===== src/rtl/boot_copier.sv =====
// Boot-time copier: moves copy_len words from flash to SRAM over the controller
// request/done channels, with optional readback verify, checksum and access timeout.
//
// state | meaning
// IDLE  | waiting for a boot edge
// LOAD  | length latched; empty copy goes straight to DONE
// FRD   | flash read of word idx
// SWR   | SRAM write of word idx
// SVR   | SRAM readback of word idx and compare
// NXT   | advance idx / words_done
// DONE  | copy complete, start held high
// FAIL  | copy aborted, error and err_code/err_idx held
module boot_copier #(
   parameter int                  FLASH_AW   = 25,
   parameter int                  SRAM_AW    = 22,
   parameter int                  DW         = 32,
   parameter int                  LENW       = 16,
   parameter logic [FLASH_AW-1:0] FLASH_BASE = '0,
   parameter logic [SRAM_AW-1:0]  SRAM_BASE  = '0,
   parameter bit                  VERIFY     = 1'b1,
   parameter int                  TIMEOUT    = 1023
) (
   input  logic                clk_in,
   input  logic                rst_in,
   input  logic                boot,
   input  logic [LENW-1:0]     copy_len,
   output logic                flash_cs,
   output logic [FLASH_AW-1:0] flash_addr,
   input  logic [DW-1:0]       flash_data_rd,
   input  logic                flash_done,
   output logic                sram_cs,
   output logic                sram_rw,
   output logic [SRAM_AW-1:0]  sram_addr,
   output logic [DW-1:0]       sram_data_wr,
   input  logic [DW-1:0]       sram_data_rd,
   input  logic                sram_done,
   output logic                busy,
   output logic                start,
   output logic                error,
   output logic [1:0]          err_code,
   output logic [LENW-1:0]     err_idx,
   output logic [DW-1:0]       checksum,
   output logic [LENW-1:0]     words_done
);

   localparam int TW = $clog2(TIMEOUT + 1);

   typedef enum logic [2:0] {
      S_IDLE, S_LOAD, S_FRD, S_SWR, S_SVR, S_NXT, S_DONE, S_FAIL
   } state_t;

   state_t          r_state;
   state_t          w_next;
   logic            r_boot_q;
   logic [LENW-1:0] r_len;
   logic [LENW-1:0] r_idx;
   logic [DW-1:0]   r_word;
   logic [DW-1:0]   r_checksum;
   logic [LENW-1:0] r_words_done;
   logic [1:0]      r_err_code;
   logic [LENW-1:0] r_err_idx;
   logic            r_ack;
   logic [TW-1:0]   r_tmo;

   logic w_boot_edge;
   logic w_accept;
   logic w_cs_flash;
   logic w_cs_sram;
   logic w_cs;
   logic w_done;
   logic w_tmo;
   logic w_mismatch;
   logic w_last;

   // r_ack marks the cycle after done: cs is already low, the state advances at its end
   assign w_boot_edge = boot && !r_boot_q;
   assign w_accept    = w_boot_edge &&
                        (r_state == S_IDLE || r_state == S_DONE || r_state == S_FAIL);
   assign w_cs_flash  = (r_state == S_FRD) && !r_ack;
   assign w_cs_sram   = (r_state == S_SWR || r_state == S_SVR) && !r_ack;
   assign w_cs        = w_cs_flash || w_cs_sram;
   assign w_done      = (w_cs_flash && flash_done) || (w_cs_sram && sram_done);
   assign w_tmo       = w_cs && !w_done && (r_tmo == '0);
   assign w_mismatch  = (r_state == S_SVR) && w_done && (sram_data_rd != r_word);
   assign w_last      = ((LENW+1)'(r_idx) + (LENW+1)'(1)) == (LENW+1)'(r_len);

   always_ff @(posedge clk_in or posedge rst_in) begin
      if (rst_in) r_state <= S_IDLE;
      else        r_state <= w_next;
   end

   always_comb begin
      w_next = r_state;
      case (r_state)
         S_IDLE, S_DONE, S_FAIL: if (w_accept) w_next = S_LOAD;
         S_LOAD: w_next = (r_len == '0) ? S_DONE : S_FRD;
         S_FRD: begin
            if (r_ack)      w_next = S_SWR;
            else if (w_tmo) w_next = S_FAIL;
         end
         S_SWR: begin
            if (r_ack)      w_next = VERIFY ? S_SVR : S_NXT;
            else if (w_tmo) w_next = S_FAIL;
         end
         S_SVR: begin
            if (w_mismatch) w_next = S_FAIL;
            else if (r_ack) w_next = S_NXT;
            else if (w_tmo) w_next = S_FAIL;
         end
         S_NXT:   w_next = w_last ? S_DONE : S_FRD;
         default: w_next = S_IDLE;
      endcase
   end

   always_comb begin
      flash_cs     = w_cs_flash;
      flash_addr   = '0;
      sram_cs      = w_cs_sram;
      sram_rw      = 1'b0;
      sram_addr    = '0;
      sram_data_wr = '0;
      start        = 1'b0;
      error        = 1'b0;
      case (r_state)
         S_FRD: flash_addr = FLASH_BASE + FLASH_AW'(r_idx);
         S_SWR: begin
            sram_rw      = 1'b1;
            sram_addr    = SRAM_BASE + SRAM_AW'(r_idx);
            sram_data_wr = r_word;
         end
         S_SVR:   sram_addr = SRAM_BASE + SRAM_AW'(r_idx);
         S_DONE:  start = 1'b1;
         S_FAIL:  error = 1'b1;
         default: ;
      endcase
      busy = !(r_state == S_IDLE || r_state == S_DONE || r_state == S_FAIL);
   end

   always_ff @(posedge clk_in or posedge rst_in) begin
      if (rst_in) begin
         r_boot_q     <= 1'b0;
         r_len        <= '0;
         r_idx        <= '0;
         r_word       <= '0;
         r_checksum   <= '0;
         r_words_done <= '0;
         r_err_code   <= '0;
         r_err_idx    <= '0;
         r_ack        <= 1'b0;
         r_tmo        <= TW'(TIMEOUT);
      end else begin
         r_boot_q <= boot;
         r_ack    <= w_done && !w_mismatch;
         // down-counter reloads whenever cs is low or the access completes
         r_tmo    <= (w_cs && !w_done) ? r_tmo - TW'(1) : TW'(TIMEOUT);
         if (w_accept) begin
            r_len        <= copy_len;
            r_idx        <= '0;
            r_checksum   <= '0;
            r_words_done <= '0;
            r_err_code   <= '0;
            r_err_idx    <= '0;
         end
         if (w_cs_flash && flash_done) begin
            r_word     <= flash_data_rd;
            r_checksum <= r_checksum + flash_data_rd;
         end
         if (r_state == S_NXT) begin
            r_idx        <= r_idx + LENW'(1);
            r_words_done <= r_words_done + LENW'(1);
         end
         if (w_mismatch) begin
            r_err_code <= 2'b01;
            r_err_idx  <= r_idx;
         end else if (w_tmo) begin
            r_err_code <= w_cs_flash ? 2'b10 : 2'b11;
            r_err_idx  <= r_idx;
         end
      end
   end

   assign err_code   = r_err_code;
   assign err_idx    = r_err_idx;
   assign checksum   = r_checksum;
   assign words_done = r_words_done;

endmodule


===== config.mk =====
export PLATFORM = sky130hd
export DESIGN_NAME = boot_copier
export DESIGN_NICKNAME = d
export VERILOG_FILES = /design/src/rtl/boot_copier.sv
export SDC_FILE = /design/constraint.sdc
export NUM_CORES = 1
export LEC_CHECK = 0
export CAP_MARGIN = 10
export CORE_ASPECT_RATIO = 0.5
export CORE_MARGIN = 4
export CORE_UTILIZATION = 40
export CTS_CLUSTER_DIAMETER = 80
export DETAILED_ROUTE_END_ITERATION = 12
export GPL_ROUTABILITY_DRIVEN = 0
export GPL_TIMING_DRIVEN = 0
export PLACE_DENSITY = 0.68
export SYNTH_ARGS = -nofsm -noshare
export SYNTH_HDL_FRONTEND = slang
export SYNTH_SLANG_ARGS = --single-unit

===== constraint.sdc =====
create_clock -name clk_in -period 6.32 [get_ports clk_in]
set_clock_uncertainty 0.05 [all_clocks]
set_input_delay 0.948 -clock clk_in [delete_from_list [all_inputs] [get_ports clk_in]]
set_output_delay 0.948 -clock clk_in [all_outputs]
set_load 0.01 [all_outputs]

== Word level (Yosys, flattened, before mapping) ==
Index checks and enable logic that the tools add are counted.
Cells by class
  mux-type cells: 27
  equal/unequal tests: 10
  reductions and logical operators: 29
  $add $sub $neg: 5
Operator list (count)
  $mux W16: 7
  $mux W32: 3
  $add A16 B1 Y16 const B: 2
  $add A32 B32 Y32: 1
  $ne A32 B32 Y1: 1
  $mux W3: 8
  $pmux W3 S6: 1
  $add A16 B1 Y17 const B: 1
  $eq A17 B16 Y1: 1
  $logic_not A16 Y1: 1
  $eq A3 B3 Y1 const B: 4
  $logic_and A1 B1 Y1: 11
  $logic_not A10 Y1: 1
  $mux W10: 1
  $sub A10 B1 Y10 const B: 1
  $eq A3 B2 Y1 const B: 2
  $mux W2: 3
  $logic_not A1 Y1: 5
  $logic_or A1 B1 Y1: 5
  $mux W1: 4
  $reduce_bool A2 Y1: 2
  $eq A3 B1 Y1 const B: 1
  $logic_not A3 Y1: 1
  $reduce_bool A3 Y1: 1
  other kinds (3): 3
Word-level totals
  input bits: 85
  register bits: 145
  output and inout port bits: 151
  logic and storage cells: 82

== Logic depth before layout (Yosys ltp) ==
  depth in word-level cells: 12
  depth in mapped cells: 10
  mapped depth without buffers: 10

== Worst setup path after synthesis ==
OpenSTA, ideal clock, no wires.
  kind: input -> register
  from: input port flash_data_rd[14]
  to: register r_checksum[27] (netlist: checksum[27])
  data arrival time: 2.967 ns
  slack: 3.182 ns
  stages: 9
  path buffers: 0
  setup time: 0.121 ns
  required time: 6.149 ns
  path through: ha_1 -> a21o_1 -> a21o_1 -> a21o_1 -> a311o_1 -> a31oi_4 -> o21bai_1 -> a311o_1 -> a22o_1
On the way
  longest elaborated chain between the ends: 2
RTL lines
  start: declaration: RTL line 29  | input logic [DW-1:0] flash_data_rd,
  $add A32 B32 Y32: RTL line 166  | r_checksum <= r_checksum + flash_data_rd;
  $mux W32: RTL line 164  | if (w_cs_flash && flash_done) begin
  end signal: assignment: RTL line 166
  end: declaration: RTL line 58  | logic [DW-1:0] r_checksum;
Every way passes these cells.
A chain may end at the register's enable or synchronous reset.

== Worst setup path in the final report ==
  from: register r_state[1]
  to: output port sram_cs
On the way
  longest elaborated chain between the ends: 3
  elaborated cells on any way between the ends: 4
  those cells by class: 2 x eq/ne; 2 x reduce/logical
RTL lines
  start: declaration: RTL line 52  | state_t r_state;
  start signal: assignment: RTL line 89  | else r_state <= w_next;
  $eq A3 B2 Y1 / $eq A3 B3 Y1 (equally long branches): RTL line 80  | assign w_cs_sram = (r_state == S_SWR || r_state == S_SVR) && !r_ack;
  $logic_or A1 B1 Y1 *: RTL line 80
  $logic_and A1 B1 Y1 *: RTL line 80
  end: declaration: RTL line 31  | output logic sram_cs,
Every way passes the cells marked *; elsewhere a longest branch is shown, timed or not.

==> metrics.md <==
| Metric | Value |
|---|---|
| Run status | finished, final reports clean |
| EDFF count, synth | 0 |
| Post-CTS Resized | 0 |
| Count of antenna diodes in the layout | 0 |
| Cell-by-cell trace of the critical path | buf_2 > nand2_1 > nor2_1 > nor2_1 > clkbuf_1 > nor2_1 > clkdlybuf4s50_1 |
| Total Die Area | 25000 µm² |
| Synth warnings | 0 |
| Number of nets with antenna violations after routing | 0 |
| Leakage power | ~0.0053 µW |
| Number of port buffers | 220 |
| Synth top cells by count | sky130_fd_sc_hd__nand2_1 (274), sky130_fd_sc_hd__dfrtp_1 (135), sky130_fd_sc_hd__o21ai_0 (91) |
| Count of mapped cells out of synthesis | 1067 |
| Clock group share of total power | 0.196 |
| Clock Pin Slew Worst Setup and Hold Paths | approximately 0.060 ns |
| Max-cap violation count | 0 |
| Final Critical Period | 4.04 ns |
| Number of slew-limit violations in the final report | 0 |
| Yosys cell types | 58 |
| Sinks on the clock net | 145 |
| Multi-input gate area in the final layout | between 4000 and 5000 µm² |
| Num rows | 38 |
| Maximum vdd ir drop | 0.178 mV |
| WL/cell | 17.2 µm |
| DRC errors left | 0 |
| Total via count after detailed routing | 8462 |
| Net count reported at finish | approximately 1400 |
| Highest clock rate | between 0.2 and 0.25 GHz |
| Type of element launching the critical path | flop |
| Layout area overhead | 36.1% |
| Most common cell in the synthesized netlist | sky130_fd_sc_hd__nand2_1 |
| Part of the power in combinational logic | 0.494 |
| Final setup violation count | 0 |
| Wire length reported by the detailed router | between 20000 and 30000 µm |
| Avg Vias per Cell | a little over 5 |
| Area share of the leading cell type in the synthesized netlist | 0.378 |
| Count of hold buffers inserted by post-cts repair | 0 |
| Reg area | 3640 µm² |
| Unrepaired setup endpoints after global routing | no |
| Power density over cell area | a little over 400 nW/µm² |
| Required time worst endpoint | 5.32 ns |
| GRT Total Usage | 0.226 |
| Clock tree from TritonCTS | yes |
| Max H-tree Level | 4 |
| Most frequent CP cell | sky130_fd_sc_hd__nor2_1 |
| Die X-Extent | 219 µm |
| Detailed Place HPWL | about 22000 µm |
| Initial core utilization | 0.410 |
| Largest area contributor in the netlist | sky130_fd_sc_hd__dfrtp_1 |
| Signal arrival time at the worst endpoint | 3.04 ns |
| Global-route wire length before repair | roughly 45000 µm |
| CP Capture Type | primary output |
| Clock insertion delay at the later pin of the skew report | approximately 0.42 ns |
| Clock buffer depth | 2 |
| Class of the tightest hold or removal check | reg -> reg |
| Critical-path cell with the highest stage delay | sky130_fd_sc_hd__nor2_1 |
| Hold_ws | ~0.42 ns |
| Number of endpoints with negative hold slack in the final report | 0 |
| Max transition margin | 0.408 |
| Number of I/O pins | 236 |
| Highest fanout seen on the critical path | 10 |
| Top FF cell, synth | sky130_fd_sc_hd__dfrtp_1 |
| Largest net degree at the start of global routing | 78 |
| Sequential-to-total area share from yosys stat | 0.407 |
| Most area-consuming cells after synthesis | sky130_fd_sc_hd__dfrtp_1 (38%), sky130_fd_sc_hd__nand2_1 (12%), sky130_fd_sc_hd__xnor2_1 (5.8%), sky130_fd_sc_hd__o21ai_0 (5.1%), sky130_fd_sc_hd__ha_1 (4.9%) |
| # fillers | 2013 |
| Core Util, Final | 0.557 |
| Async set-reset flop share out of synthesis | 1.00 |
| Sw frac | 0.418 |
| Register bit count reported by yosys | 145 |
| Cell-internal power | 2930 µW |
| Total congestion overflow after global routing | 0 |
| Period utilization | 0.639 |
| Post-CTS Repair Setup Buffers | 0 |
| Actual slew at the worst max-slew pin | 0.882 ns |
| Power share of the sequential group | 0.310 |
| Die Y-Extent | 114 µm |
| Post-synthesis instance area | 8940 µm² |
| Biggest cell delay along the critical path | about 0.66 ns |
| Antenna violations before repair | 0 |
| Core Footprint | 21800 µm² |
| Clock Root Buffer | sky130_fd_sc_hd__clkbuf_16 |
| Switching component of the power | 2110 µW |
| CTS buffer count | 17 |
| Via count of the first global-routing pass | 8334 |
| Total iterations of the first detailed-routing run | 5 |
| Detailed Route Iter0 Violations | 632 |
| Share of cells above drive strength 1 | 0.0585 |
| Post-synthesis area per instance | 8.38 µm² |
| Type of the setup path with the least slack | reg -> out |
-- worst max-delay path, delay by kind of cell, from the launching register on --
family | cells | cell delay (ns)
buffers and inverters | 3 | 1.22
DFF | 1 | 0.37
and+or+nand+nor | 4 | 1.03
-- sequential cells by signal (all words and copies together), names as in the netlist --
signal and count:
r_boot_q 1, words_done 16, r_len 16, checksum 32
r_tmo 10, r_word 32, r_idx 16, r_state 3
r_ack 1, err_code 2, err_idx 16
-- worst paths after layout --
path / startpoint / to / slack (ns) / depth (start not counted)
max: r_state[1]$_DFFE_PP0P_ / sram_cs / 2.28 / 7
min: r_tmo[0]$_DFF_PP1_ / r_tmo[0]$_DFF_PP1_ / 0.42 / 1
max reg2reg: checksum[1]$_DFFE_PP0P_ / checksum[31]$_DFFE_PP0P_ / 3.25 / 9
min reg2reg: r_tmo[0]$_DFF_PP1_ / r_tmo[0]$_DFF_PP1_ / 0.42 / 1
max in group asynchronous: rst_in / r_tmo[6]$_DFF_PP1_ / 4.38 / 3
min in group asynchronous: rst_in / checksum[23]$_DFFE_PP0P_ / 0.97 / 2
-- power groups by stage --
stage	sequential (µW)	clock, µW	combinational, µW
after floorplan	1540	0	1500
after global placement	1570	0	2420
after detailed placement	1580	0	2470
after CTS	1560	1000	2490
after global routing	1610	1040	2750
final	1560	990	2490
-- cell type report --
| type | instances | share of cell area |
|---|---|---|
| Buffer | 66 | 0.0261 |
| Clock buffer | 20 | 0.0375 |
| Clock inverter | 11 | 0.00874 |
| Inverter | 11 | 0.00381 |
| Multi-Input combinational cell | 859 | 0.410 |
| Sequential cell | 145 | 0.299 |
| Tap cell | 300 | 0.0309 |
| Timing Repair Buffer | 221 | 0.183 |
-- logic make-up (layout without fill, tap and decap cells) --
group,after synthesis,in the layout,share of synthesized area
AO/OA/AOI/OAI,204,204,0.145
XOR/XNOR,88,88,0.0862
adder cells (fa/ha/maj),36,36,0.0512
buffers and inverters,77,329,0.0402
flip-flops,145,145,0.407
multiplexers,10,10,0.0113
other,1,15,0.000419
AND/OR/NAND/NOR,506,506,0.259
-- per-layer routing --
| metal | vias to the layer above | share of wire | track usage |
|---|---|---|---|
| li1 | 4107 | - | - |
| met1 | 4055 | 0.43 | 0.298 |
| met2 | 271 | 0.50 | 0.391 |
| met3 | 29 | 0.056 | 0.0362 |
| met4 | 0 | 0.015 | 0.0572 |
| met5 | - | 0 | 0 |
-- stage by stage --
step	std cells	TNS (ns)	setup slack [ns]	cell area, µm²	total power, µW
3_5_place_dp	1602	0	2.25	11600	4050
5_1_grt	1633	0	2.04	12200	5400
3_3_place_gp	1601	-94.76	-0.717	11600	3990
6_report	1633	0	2.28	12200	5040
2_1_floorplan	1081	0	1.44	8990	3030
4_1_cts	1633	0	2.28	12200	5060
-- cells in the final DEF, fill, tap and decap left out, types with 35 or more instances in the layout --
master | synthesis | layout
sky130_fd_sc_hd__a21oi_1 | 38 | 38
sky130_fd_sc_hd__and2_1 | 51 | 51
sky130_fd_sc_hd__clkbuf_1 | 39 | 40
sky130_fd_sc_hd__clkdlybuf4s50_1 | 0 | 220
sky130_fd_sc_hd__dfrtp_1 | 135 | 135
sky130_fd_sc_hd__ha_1 | 35 | 35
sky130_fd_sc_hd__nand2_1 | 274 | 274
sky130_fd_sc_hd__nor2_1 | 52 | 52
sky130_fd_sc_hd__o21ai_0 | 91 | 91
sky130_fd_sc_hd__xnor2_1 | 59 | 59
Power figures use the tool's default switching activity.
